### src/rtl/rx_pair_aligner_if.sv
// Byte-pair aligner bus: two demux byte lanes in, aligned word plus lock status out.
// The aligner sits on the slave side, and the upstream driver sits on the master side.
interface rx_pair_aligner_if;
  logic [7:0]  data_in0;
  logic        valid_in0;
  logic [7:0]  data_in1;
  logic        valid_in1;
  logic [15:0] word_out;
  logic        valid_out;
  logic        locked;
  logic        offset;
  logic        realign;

  modport master (
    output data_in0, valid_in0, data_in1, valid_in1,
    input  word_out, valid_out, locked, offset, realign
  );

  modport slave (
    input  data_in0, valid_in0, data_in1, valid_in1,
    output word_out, valid_out, locked, offset, realign
  );
endinterface

### src/rtl/rx_pair_aligner.sv
// Finds the COM symbol in either demux lane and emits 16-bit words with COM in the low byte.
// When COM lands in lane 1, each word pairs the previous lane-1 byte with the current lane-0 byte.
module rx_pair_aligner #(
  parameter logic [7:0]  COM_SYM    = 8'hBC,
  parameter int unsigned LOCK_COUNT = 2,
  parameter int unsigned LOSS_COUNT = 2
) (
  input logic              clk2,
  input logic              reset,
  rx_pair_aligner_if.slave bus
);

  typedef enum logic [1:0] {SEARCH, LOCKING, LOCKED} state_t;

  state_t      state_q, state_d;
  logic        offset_q, offset_d;
  logic [3:0]  cnt_q, cnt_d;
  logic [3:0]  miss_q, miss_d;
  logic [7:0]  hold_q, hold_d;
  logic        holdValid_q, holdValid_d;
  logic [15:0] word_q, word_d;
  logic        valid_q, valid_d;
  logic        realign_q, realign_d;

  logic       pairValid, hit0, hit1, hitAny, hitLane;
  logic [3:0] cntInc, missInc;

  assign pairValid = bus.valid_in0 & bus.valid_in1;
  assign hit0      = pairValid & (bus.data_in0 == COM_SYM);
  assign hit1      = pairValid & (bus.data_in1 == COM_SYM);
  assign hitAny    = hit0 | hit1;
  // Lane 0 wins when both lanes carry COM.
  assign hitLane   = ~hit0;
  assign cntInc    = (cnt_q == 4'hF) ? cnt_q : cnt_q + 4'd1;
  assign missInc   = (miss_q == 4'hF) ? miss_q : miss_q + 4'd1;

  always_comb begin
    state_d     = state_q;
    offset_d    = offset_q;
    cnt_d       = cnt_q;
    miss_d      = miss_q;
    hold_d      = pairValid ? bus.data_in1 : hold_q;
    holdValid_d = pairValid;
    word_d      = word_q;
    valid_d     = 1'b0;
    realign_d   = 1'b0;

    case (state_q)
      SEARCH: begin
        if (hitAny) begin
          offset_d = hitLane;
          cnt_d    = 4'd1;
          miss_d   = 4'd0;
          state_d  = (LOCK_COUNT <= 1) ? LOCKED : LOCKING;
        end
      end
      LOCKING: begin
        if (hitAny) begin
          if (hitLane == offset_q) begin
            cnt_d = cntInc;
            if (32'(cntInc) >= LOCK_COUNT) begin
              state_d = LOCKED;
              miss_d  = 4'd0;
            end
          end else begin
            offset_d = hitLane;
            cnt_d    = 4'd1;
          end
        end
      end
      LOCKED: begin
        if (hitAny) begin
          if (hitLane == offset_q) begin
            miss_d = 4'd0;
          end else if (32'(missInc) >= LOSS_COUNT) begin
            state_d   = SEARCH;
            cnt_d     = 4'd0;
            miss_d    = 4'd0;
            realign_d = 1'b1;
          end else begin
            miss_d = missInc;
          end
        end
      end
      default: state_d = SEARCH;
    endcase

    // On the locking cycle only an offset-0 pair is complete; offset 1 waits for the next lane-0 byte.
    if (pairValid && state_d == LOCKED) begin
      if (state_q == LOCKED) begin
        if (!offset_q) begin
          valid_d = 1'b1;
          word_d  = {bus.data_in1, bus.data_in0};
        end else if (holdValid_q) begin
          valid_d = 1'b1;
          word_d  = {bus.data_in0, hold_q};
        end
      end else if (!offset_d) begin
        valid_d = 1'b1;
        word_d  = {bus.data_in1, bus.data_in0};
      end
    end
  end

  always_ff @(posedge clk2) begin
    if (reset) begin
      state_q     <= SEARCH;
      offset_q    <= 1'b0;
      cnt_q       <= 4'd0;
      miss_q      <= 4'd0;
      hold_q      <= 8'h00;
      holdValid_q <= 1'b0;
      word_q      <= 16'h0000;
      valid_q     <= 1'b0;
      realign_q   <= 1'b0;
    end else begin
      state_q     <= state_d;
      offset_q    <= offset_d;
      cnt_q       <= cnt_d;
      miss_q      <= miss_d;
      hold_q      <= hold_d;
      holdValid_q <= holdValid_d;
      word_q      <= word_d;
      valid_q     <= valid_d;
      realign_q   <= realign_d;
    end
  end

  assign bus.word_out  = word_q;
  assign bus.valid_out = valid_q;
  assign bus.locked    = (state_q == LOCKED);
  assign bus.offset    = offset_q;
  assign bus.realign   = realign_q;

endmodule

### src/flat_wrapper.sv
// flat-port wrapper written by rule: the top's interface ports become plain ports
module rx_pair_aligner_flat 
#(
  parameter logic [7:0]  COM_SYM    = 8'hBC,
  parameter int unsigned LOCK_COUNT = 2,
  parameter int unsigned LOSS_COUNT = 2
)
  (clk2, reset, bus_data_in0, bus_valid_in0, bus_data_in1, bus_valid_in1, bus_word_out, bus_valid_out, bus_locked, bus_offset, bus_realign);
  rx_pair_aligner_if bus_i ();
  input logic clk2;
  input logic reset;
  input wire logic [$bits(bus_i.data_in0)-1:0] bus_data_in0;
  input wire logic [$bits(bus_i.valid_in0)-1:0] bus_valid_in0;
  input wire logic [$bits(bus_i.data_in1)-1:0] bus_data_in1;
  input wire logic [$bits(bus_i.valid_in1)-1:0] bus_valid_in1;
  output wire logic [$bits(bus_i.word_out)-1:0] bus_word_out;
  output wire logic [$bits(bus_i.valid_out)-1:0] bus_valid_out;
  output wire logic [$bits(bus_i.locked)-1:0] bus_locked;
  output wire logic [$bits(bus_i.offset)-1:0] bus_offset;
  output wire logic [$bits(bus_i.realign)-1:0] bus_realign;
  assign bus_i.data_in0 = bus_data_in0;
  assign bus_i.valid_in0 = bus_valid_in0;
  assign bus_i.data_in1 = bus_data_in1;
  assign bus_i.valid_in1 = bus_valid_in1;
  assign bus_word_out = bus_i.word_out;
  assign bus_valid_out = bus_i.valid_out;
  assign bus_locked = bus_i.locked;
  assign bus_offset = bus_i.offset;
  assign bus_realign = bus_i.realign;
  rx_pair_aligner #(.COM_SYM(COM_SYM), .LOCK_COUNT(LOCK_COUNT), .LOSS_COUNT(LOSS_COUNT)) u_core (.clk2(clk2), .reset(reset), .bus(bus_i));
endmodule
### config.mk
export PLATFORM = sky130hd
export DESIGN_NAME = rx_pair_aligner_flat
export DESIGN_NICKNAME = d
export VERILOG_FILES = /design/src/rtl/rx_pair_aligner_if.sv /design/src/rtl/rx_pair_aligner.sv /design/src/flat_wrapper.sv
export SDC_FILE = /design/constraint.sdc
export NUM_CORES = 1
export LEC_CHECK = 0
export CAP_MARGIN = 20
export CELL_PAD_IN_SITES_DETAIL_PLACEMENT = 1
export CELL_PAD_IN_SITES_GLOBAL_PLACEMENT = 1
export CORE_ASPECT_RATIO = 0.75
export CORE_MARGIN = 10
export CORE_UTILIZATION = 39
export DETAILED_ROUTE_END_ITERATION = 8
export MAX_ROUTING_LAYER = met4
export PLACE_DENSITY = 0.88
export SLEW_MARGIN = 30
export SYNTH_ARGS = -nofsm -noshare
export SYNTH_HDL_FRONTEND = slang
export SYNTH_SLANG_ARGS = --single-unit
export TNS_END_PERCENT = 30
### constraint.sdc
create_clock -name clk2 -period 2.53 [get_ports clk2]
set_input_delay 0.506 -clock clk2 [delete_from_list [all_inputs] [get_ports clk2]]
set_output_delay 0.506 -clock clk2 [all_outputs]
set_load 0.05 [all_outputs]
==> reports/metrics.yaml <==
antenna_cells: 0
die_y_um: 84.0
seq_area_frac_synth_pct: 35.7
setup_viol: 0
final_cell_area_mm2: 0.00295
required_ns: 2.73
area_growth_pct: 38.4
seq_power_share_pct: 51.8
path_clk_slew_ns: 0.08
vias: 2103
drive_above_1_share_pct: 21.2
core-area_mm2: 0.00532
fin_crit_ns: 2.48
htreeDepth: 2
synth.most_common_cell: "nand2_1"
root_buffer: "clkbuf_8"
fp-row-count: 23
cp_top_family: "buffers and inverters"
synthTopCellsByCount: "57 x nand2_1, 38 x dfxtp_1, 17 x mux2i_1"
netSwitchingPower_mw: 0.282
synth_fp_nets: 272
ys.flop_type: "dfxtp_1"
hpwl_um: 5370
grt.total_usage_pct: 16.4
grt_max_degree: 33
worstPathArrival_ns: 2.68
io-pin-count: 40
fin_crit_sh_pct: 98.1
path_class: "in2reg"
grt_pass1_wl_um: 11700
clk_path_buf_depth: 2
crit_chain: "clkdlybuf4s50_1, nand4b_1, buf_4, nor3_4, nand3_1, a221oi_2, o211ai_4, buf_12, mux2i_2"
syn_area_mm2: 0.00213
power_mw: 1.17
ys_warn_count: 0
max_cap_viol_count: 0
met1_length_um: 3320
final-seq-area_um2: 761
vdd_drop_max_v: 0.000249
clk_latency_ns: 0.29
via_per_inst: 5.45
finalHoldViolations: 0
highest_layer: "met4"
tightest_slew_ns: 0.518
numClockSinks: 38
synthArstFlopShare_pct: 0
fp.dieW_um: 105
synth_area_per_cell_um2: 8.67
cp_num_buf_inv: 3
leakagePower_nw: 1.27
place_area_mm2: 0.00277
routed-wl-met3_um: 371
portBuffers: 39
cpPeakStageDelay_ns: 0.43
pre_cts_ws_ns: -0.327
relSlewSlack_pct: 65.4
status: "complete, no violations"
hp-class: "reg2reg"
drt_pass1_iterations: 4
tritoncts: "done"
first_iter_violations: 128
wl_per_cell_um: 19.3
cts_buffers: 5
fin_skew_ns: 0.00617
fillers: 621
report.final.slew_viol_count: 0
p_clk_share_pct: 36.8
r2r_slack_ns: 0.24
end_kind: "register"
fin_ws_ns: 0.0493
dieArea_mm2: 0.00885
comb_power_share_pct: 11.4
p_sw_share_pct: 24.0
ant_nets: 0
ys_seq_elements: 38
slowest_stage: "clkdlybuf4s50_1"
crit_fanout: 8
drc_errors: 0
wl_um: 7470
place.gp.congestion: 0.896
fmax_mhz: 403
multi_input_area_mm2: 0.00132
antenna_found_initial: 0
met2_length_um: 3690
yosys.area.top_type: "dfxtp_1"
cp-start-kind: "input pin"
yosysUniqueCellTypes: 48
cell_internal_pwr_mw: 0.891
fin_hold_ws_ns: 0.459
synth_top_area_share_pct: 35.7
fin_nets: 336
first_global_vias: 2241
initial_core_util_pct: 40.0
power.density_mw_per_mm2: 397
synth-edff-count: 0
netlist_top_cells_area: "dfxtp_1 36%, nand2_1 10%, mux2_2 8.5%"
netlist_instances: 246
grt.overflow.total: 0
==> final cells by class <==
type | instances | area share, %
clock buffers | 7 | 2.92
clock inverters | 1 | 0.170
inverters | 7 | 0.890
multi-input cells | 189 | 44.7
flip-flops and latches | 38 | 25.8
well taps | 75 | 3.18
repair buffers | 69 | 22.4
==> metrics by stage <==
stage | utilization (%) | setup TNS [ns] | std cells
3_5_place_dp | 52.1 | -4.53 | 375
4_1_cts | 54.0 | 0 | 383
6_report | 55.4 | 0 | 386
2_1_floorplan | - | 0 | 246
5_1_grt | 55.4 | -0.0979 | 386
3_3_place_gp | 52.1 | -3.26 | 375
==> power by group through the flow <==
stage,Clock [mW],Sequential [mW],Combinational [mW]
after floorplan,0,0.620,0.0515
after global placement,0,0.621,0.121
after detailed placement,0,0.621,0.126
after CTS,0.443,0.607,0.129
after global routing,0.471,0.608,0.145
final,0.431,0.608,0.134
==> cells by family after synthesis <==
family	synth area share, %
fa+ha+maj	3.52
mux	16.4
buf+inv	3.93
simple gates	26.5
compound gates	13.9
flops	35.7
==> per-layer routing <==
layer / track usage [%] / vias up
li1: - / 1007
met1: 19.8 / 1030
met2: 27.4 / 56
met3: 3.09 / 10
met4: 4.48 / 0
met5: - / -
==> path summary, 6_finish.rpt <==
path / start / end / depth (start not counted)
setup reg to reg: u_core.state_q[1] / u_core.bus.word_out[13] / 8
hold / removal: u_core.bus.word_out[8] / u_core.bus.word_out[8] / 2
setup / recovery: bus_data_in1[1] / u_core.bus.word_out[13] / 9
hold reg to reg: u_core.bus.word_out[8] / u_core.bus.word_out[8] / 2
==> flip-flops by register name, summed over array words and instances (netlist names) <==
signal	count
u_core.bus.offset	1
u_core.bus.realign	1
u_core.bus.valid_out	1
u_core.bus.word_out	16
u_core.cnt_q	4
u_core.holdValid_q	1
u_core.hold_q	8
u_core.miss_q	4
u_core.state_q	2
==> cells in the final DEF, fill, tap and decap left out, drive strengths merged, types with 2 or more instances in the layout <==
cell type,instances
and2,8
a21oi,11
mux2i,17
clkdlybuf4s50,31
nand3,5
ha,6
nand4bb,2
mux2,16
a31oi,2
clkbuf,8
nand2,57
inv,6
o211ai,3
nand2b,2
nand4,6
o221a,2
or2,2
nor2,10
nand4b,2
a21o,3
and4b,4
a31o,2
dlymetal6s2s,7
buf,30
nor3,7
clkinv,2
dfxtp,38
o21ai,4
a211oi,5
==> what timing repair did <==
| action | 4_1_cts | 5_1_grt |
|---|---|---|
| gates cloned | 0 | 1 |
| endpoints found under the setup margin | 2 | 20 |
| gates resized for setup | 3 | 10 |
| hold buffers | 0 | 0 |
| buffers inserted | 0 | 2 |
| pin swaps | 0 | 5 |
==> tightest hold or removal path, cell delays in order, from the launching register on <==
cell and delay, ns:
dfxtp_1 0.31, nand2_1 0.05, mux2i_1 0.05
No activity file was read; power rests on OpenSTA's default activity.
